**src/rtl/axi_stream_fifo.sv**
```systemverilog
// First-word-fall-through stream FIFO with fill level, almost-full and flush.
// Data and per-byte user flags are stored together and leave in arrival order.
module axi_stream_fifo #(
  parameter int NUM_DATA_BYTES = 64,
  parameter int DWIDTH         = 512,
  parameter int DEPTH          = 8,
  parameter int AF_THRESH      = 6,
  localparam int LW            = $clog2(DEPTH) + 1
) (
  input  logic                      clk,
  input  logic                      res,
  input  logic                      flush,
  input  logic                      s_valid,
  output logic                      s_ready,
  input  logic [DWIDTH-1:0]         s_data,
  input  logic [NUM_DATA_BYTES-1:0] s_user,
  output logic                      m_valid,
  input  logic                      m_ready,
  output logic [DWIDTH-1:0]         m_data,
  output logic [NUM_DATA_BYTES-1:0] m_user,
  output logic [LW-1:0]             level,
  output logic                      almost_full
);

  localparam int AW = $clog2(DEPTH);
  localparam int EW = DWIDTH + NUM_DATA_BYTES;

  if ((DEPTH < 2) || ((DEPTH & (DEPTH - 1)) != 0)) begin : g_bad_depth
    $error("axi_stream_fifo: DEPTH must be a power of two >= 2");
  end
  if ((AF_THRESH < 1) || (AF_THRESH > DEPTH)) begin : g_bad_thresh
    $error("axi_stream_fifo: AF_THRESH must be within 1..DEPTH");
  end

  logic [EW-1:0] mem_q [DEPTH];
  logic [AW-1:0] wr_ptr_q, wr_ptr_d;
  logic [AW-1:0] rd_ptr_q, rd_ptr_d;
  logic [LW-1:0] level_q, level_d;
  logic          af_q, af_d;
  logic          push, pop;

  // Handshakes depend on registered state only, so full blocks a
  // push even when a pop happens in the same cycle.
  assign s_ready = (level_q != LW'(DEPTH)) & ~flush & ~res;
  assign m_valid = (level_q != '0) & ~flush & ~res;

  assign push = s_valid & s_ready;
  assign pop  = m_valid & m_ready;

  assign {m_data, m_user} = mem_q[rd_ptr_q];
  assign level            = level_q;
  assign almost_full      = af_q;

  always_comb begin
    wr_ptr_d = wr_ptr_q;
    rd_ptr_d = rd_ptr_q;
    level_d  = level_q;
    if (res | flush) begin
      wr_ptr_d = '0;
      rd_ptr_d = '0;
      level_d  = '0;
    end else begin
      if (push) wr_ptr_d = wr_ptr_q + AW'(1);
      if (pop)  rd_ptr_d = rd_ptr_q + AW'(1);
      unique case ({push, pop})
        2'b10:   level_d = level_q + LW'(1);
        2'b01:   level_d = level_q - LW'(1);
        default: level_d = level_q;
      endcase
    end
    af_d = (level_d >= LW'(AF_THRESH));
  end

  always_ff @(posedge clk) begin
    if (res) begin
      wr_ptr_q <= '0;
      rd_ptr_q <= '0;
      level_q  <= '0;
      af_q     <= 1'b0;
    end else begin
      wr_ptr_q <= wr_ptr_d;
      rd_ptr_q <= rd_ptr_d;
      level_q  <= level_d;
      af_q     <= af_d;
    end
  end

  // Storage is never cleared; only the pointers define what is valid.
  always_ff @(posedge clk) begin
    if (push) mem_q[wr_ptr_q] <= {s_data, s_user};
  end

endmodule

```
**config.mk**
```make
export PLATFORM = sky130hd
export DESIGN_NAME = axi_stream_fifo
export DESIGN_NICKNAME = d
export VERILOG_FILES = /design/src/rtl/axi_stream_fifo.sv
export SDC_FILE = /design/constraint.sdc
export NUM_CORES = 2
export LEC_CHECK = 0
export CAP_MARGIN = 20
export CORE_MARGIN = 8
export CORE_UTILIZATION = 45
export CTS_CLUSTER_DIAMETER = 60
export DETAILED_ROUTE_END_ITERATION = 8
export GPL_ROUTABILITY_DRIVEN = 0
export SLEW_MARGIN = 10
export SYNTH_ARGS = -nofsm -noshare
export SYNTH_HDL_FRONTEND = slang
export SYNTH_MEMORY_MAX_BITS = 65536
export SYNTH_SLANG_ARGS = --single-unit
```
**constraint.sdc**
```tcl
create_clock -name clk -period 68.8 [get_ports clk]
set_clock_uncertainty 0.1 [all_clocks]
set_input_delay 10.32 -clock clk [delete_from_list [all_inputs] [get_ports clk]]
set_output_delay 10.32 -clock clk [all_outputs]
set_load 0.1 [all_outputs]
```
==> flow_summary.ini <==
[setup_path]
path_class = in -> out
crit_path_frequent_cell = clkdlybuf4s50_1
cp-start-kind = input pin
critPathTopFamily = buffers and inverters
crit_path_end_kind = primary output
crit_buf_inv = 2
cp.arrival_ps = 12790
crit_chain = clkdlybuf4s50_1 > or2_1 > a21oi_1 > clkdlybuf4s50_1
cp.required_ps = 58380
cp_max_fo = 11
crit_path_top_delay_cell = clkdlybuf4s50_1
critPathMaxStageDelay_ps = 1220

[global_route]
grt_usage = 0.199
grt_max_degree = 148
grt_pass1_wl_um = 590000
antenna_found_initial = 189
grt_pass1_vias = 80300
overflow = 0

[die]
pin_count = 1164
fp.dieH_um = 636
initial_core_util = 0.452
die_w_um = 636
core-area_um2 = 383000
rows = 227
die_area_um2 = 405000

[pwr]
p_leak_nw = 63.1
switching_power_mw = 1.19
powerDensity_nw_per_um2 = 27.8
fin_total_pwr_mw = 5.77
vdd_drop_max_v = 0.0000232
clockPowerShare = 0.426
swShare = 0.206
comb_power_share = 0.035
p_int_mw = 4.58
seq_power_share = 0.539

[clock_network]
clock_sinks = 4622
ctsResizeCount = 0
root_buffer = clkbuf_16
tritoncts = built
cts_setup_buffers = 0
clock_latency_ps = 960
cts_max_level = 5
cts-hold-fix-buffers = 0
clockBufferDepth = 4
numCtsBuffers = 471
clk_pin_slew_ps = 60

[synth]
synth_top_area_cell = edfxtp_1
synth_seq_area_share = 0.801
synth_area_leaders = edfxtp_1 80%, mux4_2 15%, mux2_2 3.7%, buf_2 0.34%, clkbuf_1 0.34%
syn_inst = 6736
synth_seq_cells = 4622
synthArstFlopShare = 0
synth_edf_count = 4608
synthesis.area_um2 = 173000
synth_warnings = 0
synth-main-ff-cell = edfxtp_1
syn_avg_cell_area_um2 = 25.7
syn-num-nets = 7322
yosysTopAreaCellShare = 0.800
yosysUniqueCellTypes = 27

[timing]
fmax_mhz = 43.1
tns_ps = 0
post-route-min-period_ps = 23210
rsz0062_at_grt = no
hold_viol_final = 0
fin_hold_ws_ps = 415
finalCritPeriodShare = 0.337
setup_violations = 0
maxSlewHeadroom = 0.203
slew_violations = 0
tightest_slew_ps = 1190

[placed_design]
dp_cells = 12800
dp_hpwl_um = 246000
placed_cell_area_um2 = 192000
port_buffers = 1163

[layout]
area_growth_pct = 20.0
final_common_cell = edfxtp_1
drive_above_1_share = 0.305
fin_area_um2 = 208000
fill_cells = 28500
layout_common_cells = 4608 x edfxtp_1, 1152 x mux4_2, 1135 x clkdlybuf4s50_1
fin_cells = 13800
fin_nets = 8869

[detailed_routing]
firstDrtPassIters = 5
drcViolationCount = 0
drt-initial-drc-count = 6459
drt_wl_total_um = 412000
num_vias = 77000
antenna_left = 0
vias_per_cell = 5.58
wl_per_cell_um = 29.9

[run]
drv_cap = 0

[run_status]
status = complete, no violations

[hold_path]
hold_class = reg -> reg
## layout make-up
cell class                 instances  area [µm²]  share of cell area
antenna                           88         220             0.00106
clock buffer                     570       12200              0.0589
clock inverter                   298        2700              0.0130
inverter                           1        3.75           0.0000181
multi-input combinational       1791       32900               0.158
sequential                      4622      139000               0.668
tap                             5038        6300              0.0304
timing repair buffer            1396       14700              0.0707
## registers in the layout (all words and copies together), names as in the netlist, named ones only
register / count
rd_ptr_q: 3
level: 4
almost_full: 1
wr_ptr_q: 3
mem_q: 4608
## path summary, 6_finish.rpt
kind                             startpoint             to  slack (ps)  depth (start not counted)
worst min register to register  wr_ptr_q[2]    wr_ptr_q[2]         420                          1
worst max register to register     level[1]  mem_q[3][381]       62000                         10
worst max-delay path                    res        s_ready       45590                          4
worst min-delay path            wr_ptr_q[2]    wr_ptr_q[2]         420                          1
## per-layer routing
| layer | track usage | part of all wire | vias up |
|---|---|---|---|
| met3 | 0.0680 | 0.088 | 708 |
| li1 | - | - | 32500 |
| met1 | 0.248 | 0.38 | 41400 |
| met4 | 0.0518 | 0.027 | 98 |
| met2 | 0.333 | 0.50 | 2341 |
| met5 | 0 | 0.0016 | - |
## stage by stage
| step | util | setup slack (ps) |
|---|---|---|
| finish | 0.543 | 45590 |
| floorplan | - | 15150 |
| CTS | 0.542 | 45600 |
| detailed placement | 0.503 | 45600 |
| global placement | 0.499 | 45530 |
| global route | 0.542 | 45470 |
## cell families (layout without fill, tap and decap cells)
group | after synthesis | after routing | share of synthesized area
mux | 1729 | 1729 | 0.187
xor+xnor | 7 | 7 | 0.000354
simple gates | 41 | 41 | 0.00111
compound gates | 9 | 9 | 0.000289
fa+ha+maj | 5 | 5 | 0.000361
flops | 4622 | 4622 | 0.801
other cells | 0 | 88 | 0
buf+inv | 323 | 2265 | 0.00925
## cell usage after synthesis, types with 5 or more instances
library cell and count:
buf_1 13, mux4_2 1152, nand2_1 9, buf_6 32, clkbuf_1 158, edfxtp_1 4608, buf_2 119, dfxtp_1 14
ha_1 5, nor3_1 5, nand3_1 7, mux2_2 576, nor2_1 14
## power groups by stage
stage / combinational [mW] / sequential (mW) / clock, mW
6_report: 0.202 / 3.11 / 2.46
5_1_grt: 0.211 / 3.11 / 2.62
4_1_cts: 0.203 / 3.11 / 2.52
3_5_place_dp: 0.202 / 3.17 / 0
3_3_place_gp: 0.191 / 3.17 / 0
2_1_floorplan: 0.0976 / 3.18 / 0
## worst register-to-register path: stages, from the launching register on
cell      delay, ps
dfxtp_1         470
nor3_1          120
a21oi_1         390
nand2b_1        300
nor2_4          710
buf_4           630
buf_4           790
buf_4           770
buf_4           660
buf_12          620
buf_4           800
Power figures use the tool's default switching activity.
==> edit, RTL diff (same flow settings) <==
Set the parameter `NUM_DATA_BYTES` to 32 (it was 64).
--- a/src/rtl/axi_stream_fifo.sv
+++ b/src/rtl/axi_stream_fifo.sv
@@ -2,5 +2,5 @@
 // Data and per-byte user flags are stored together and leave in arrival order.
 module axi_stream_fifo #(
-  parameter int NUM_DATA_BYTES = 64,
+  parameter int NUM_DATA_BYTES = 32,
   parameter int DWIDTH         = 512,
   parameter int DEPTH          = 8,
Interface: changed (resized m_user and s_user); port bits go from 1164 to 1100. No check against the original RTL was run, so the function may have changed too.
==> edit against the unedited design <==
  * Cell area decreased by 5.5%
  * Area after synthesis fell by 5.5%
  * Die area decreased by 5.4%
  * Hold slack worse by 0.034 ns
  * Clock power shrank 5%
  * Wire length fell by 5.4%
  * Worst setup slack got worse by 0.034 ns
  * Largest power group unchanged
  * First-iteration DRC count is 7.9% lower
  * Sequential cell count fell by 256
  * Total power decreased by 5.4%
  * Via count down 5.5%
==> edit: results <==
[power]
p_leak_nw = 59.55
p_seq_mw = 2.94

[clock_tree]
cts_buffers = 444
insertion_delay_ns = 0.94

[grt]
grtUsageMet3_pct = 5.034
grt_util_met2_pct = 34.40
use_met1_pct = 24.66
grt_first_pass_wirelength_um = 556600
track_usage_pct = 19.86
grt_pass1_vias = 76058

[setup_path]
arrival_ns = 12.82
slowest_delay_ns = 1.24
r2r_slack_ns = 62.94
r2r_end = mem_q[4][177]
r2r_cells = 9

[floorplanning]
die_area_mm2 = 0.3830

[worst_hold_path]
min-delay-start = rd_ptr_q[2]

[logic_synthesis]
netlist_top_cells_count = edfxtp_1 (4352), mux4_2 (1088), mux2_2 (544)
synthAdderAreaFrac_pct = 0.03825
synth_top_area_share_pct = 79.91
synthMuxAreaShare_pct = 18.73
synth_compound_area_share_pct = 0.03060
ys_seq_area_share_pct = 80.08
synth_edf_count = 4352
netlist_top_cells_area = edfxtp_1 (80%), mux4_2 (15%), mux2_2 (3.7%)

[drt]
wl_met2_um = 201500
drtIter0Drc = 5947
routed-via-count = 72794
wire_per_inst_um = 29.88

[run_status]
status = completed

[finish]
drive_gt1_share_pct = 30.58
largest_reg_flops = 4352

[placed_design]
placed_area_mm2 = 0.1817
dp_hpwl_um = 230100
pre_cts_slack_ns = 45.57

[sta]
tightest_slew_ns = 1.223
period_share_pct = 33.78
-- edit: changes by cell type in the layout (fill, tap and decap cells not counted), sizes merged, moves of 18 or more --
cell,delta
mux2,-32
clkbuf,-29
mux4,-64
clkdlybuf4s50,-65
buf,-20
diode,-18
edfxtp,-256
-- edit: worst reg2reg max path, stage by stage, from the launching register on --
cell	delay, ns
dfxtp_1	0.50
nor3_1	0.11
a21oi_1	0.41
nand2_1	0.31
nor2_4	0.21
buf_4	0.67
buf_4	0.81
buf_4	0.63
buf_4	0.71
buf_4	0.95
-- edit: through the flow --
stage	hold slack, ns	instances
after floorplan	0.3460	6367
after global placement	0.3859	12089
after detailed placement	0.3772	12161
after CTS	0.3777	12982
after global routing	0.3921	13023
final	0.3815	13058
-- edit: final cells by class --
cell class	count	area, um^2
fill	27022	165800
sequential	4366	131000
multi-input combinational	1695	31060
timing repair buffer	1311	13820
clock buffer	541	11520
tap	4794	5998
clock inverter	280	2640
antenna	70	175.2
inverter	1	3.754
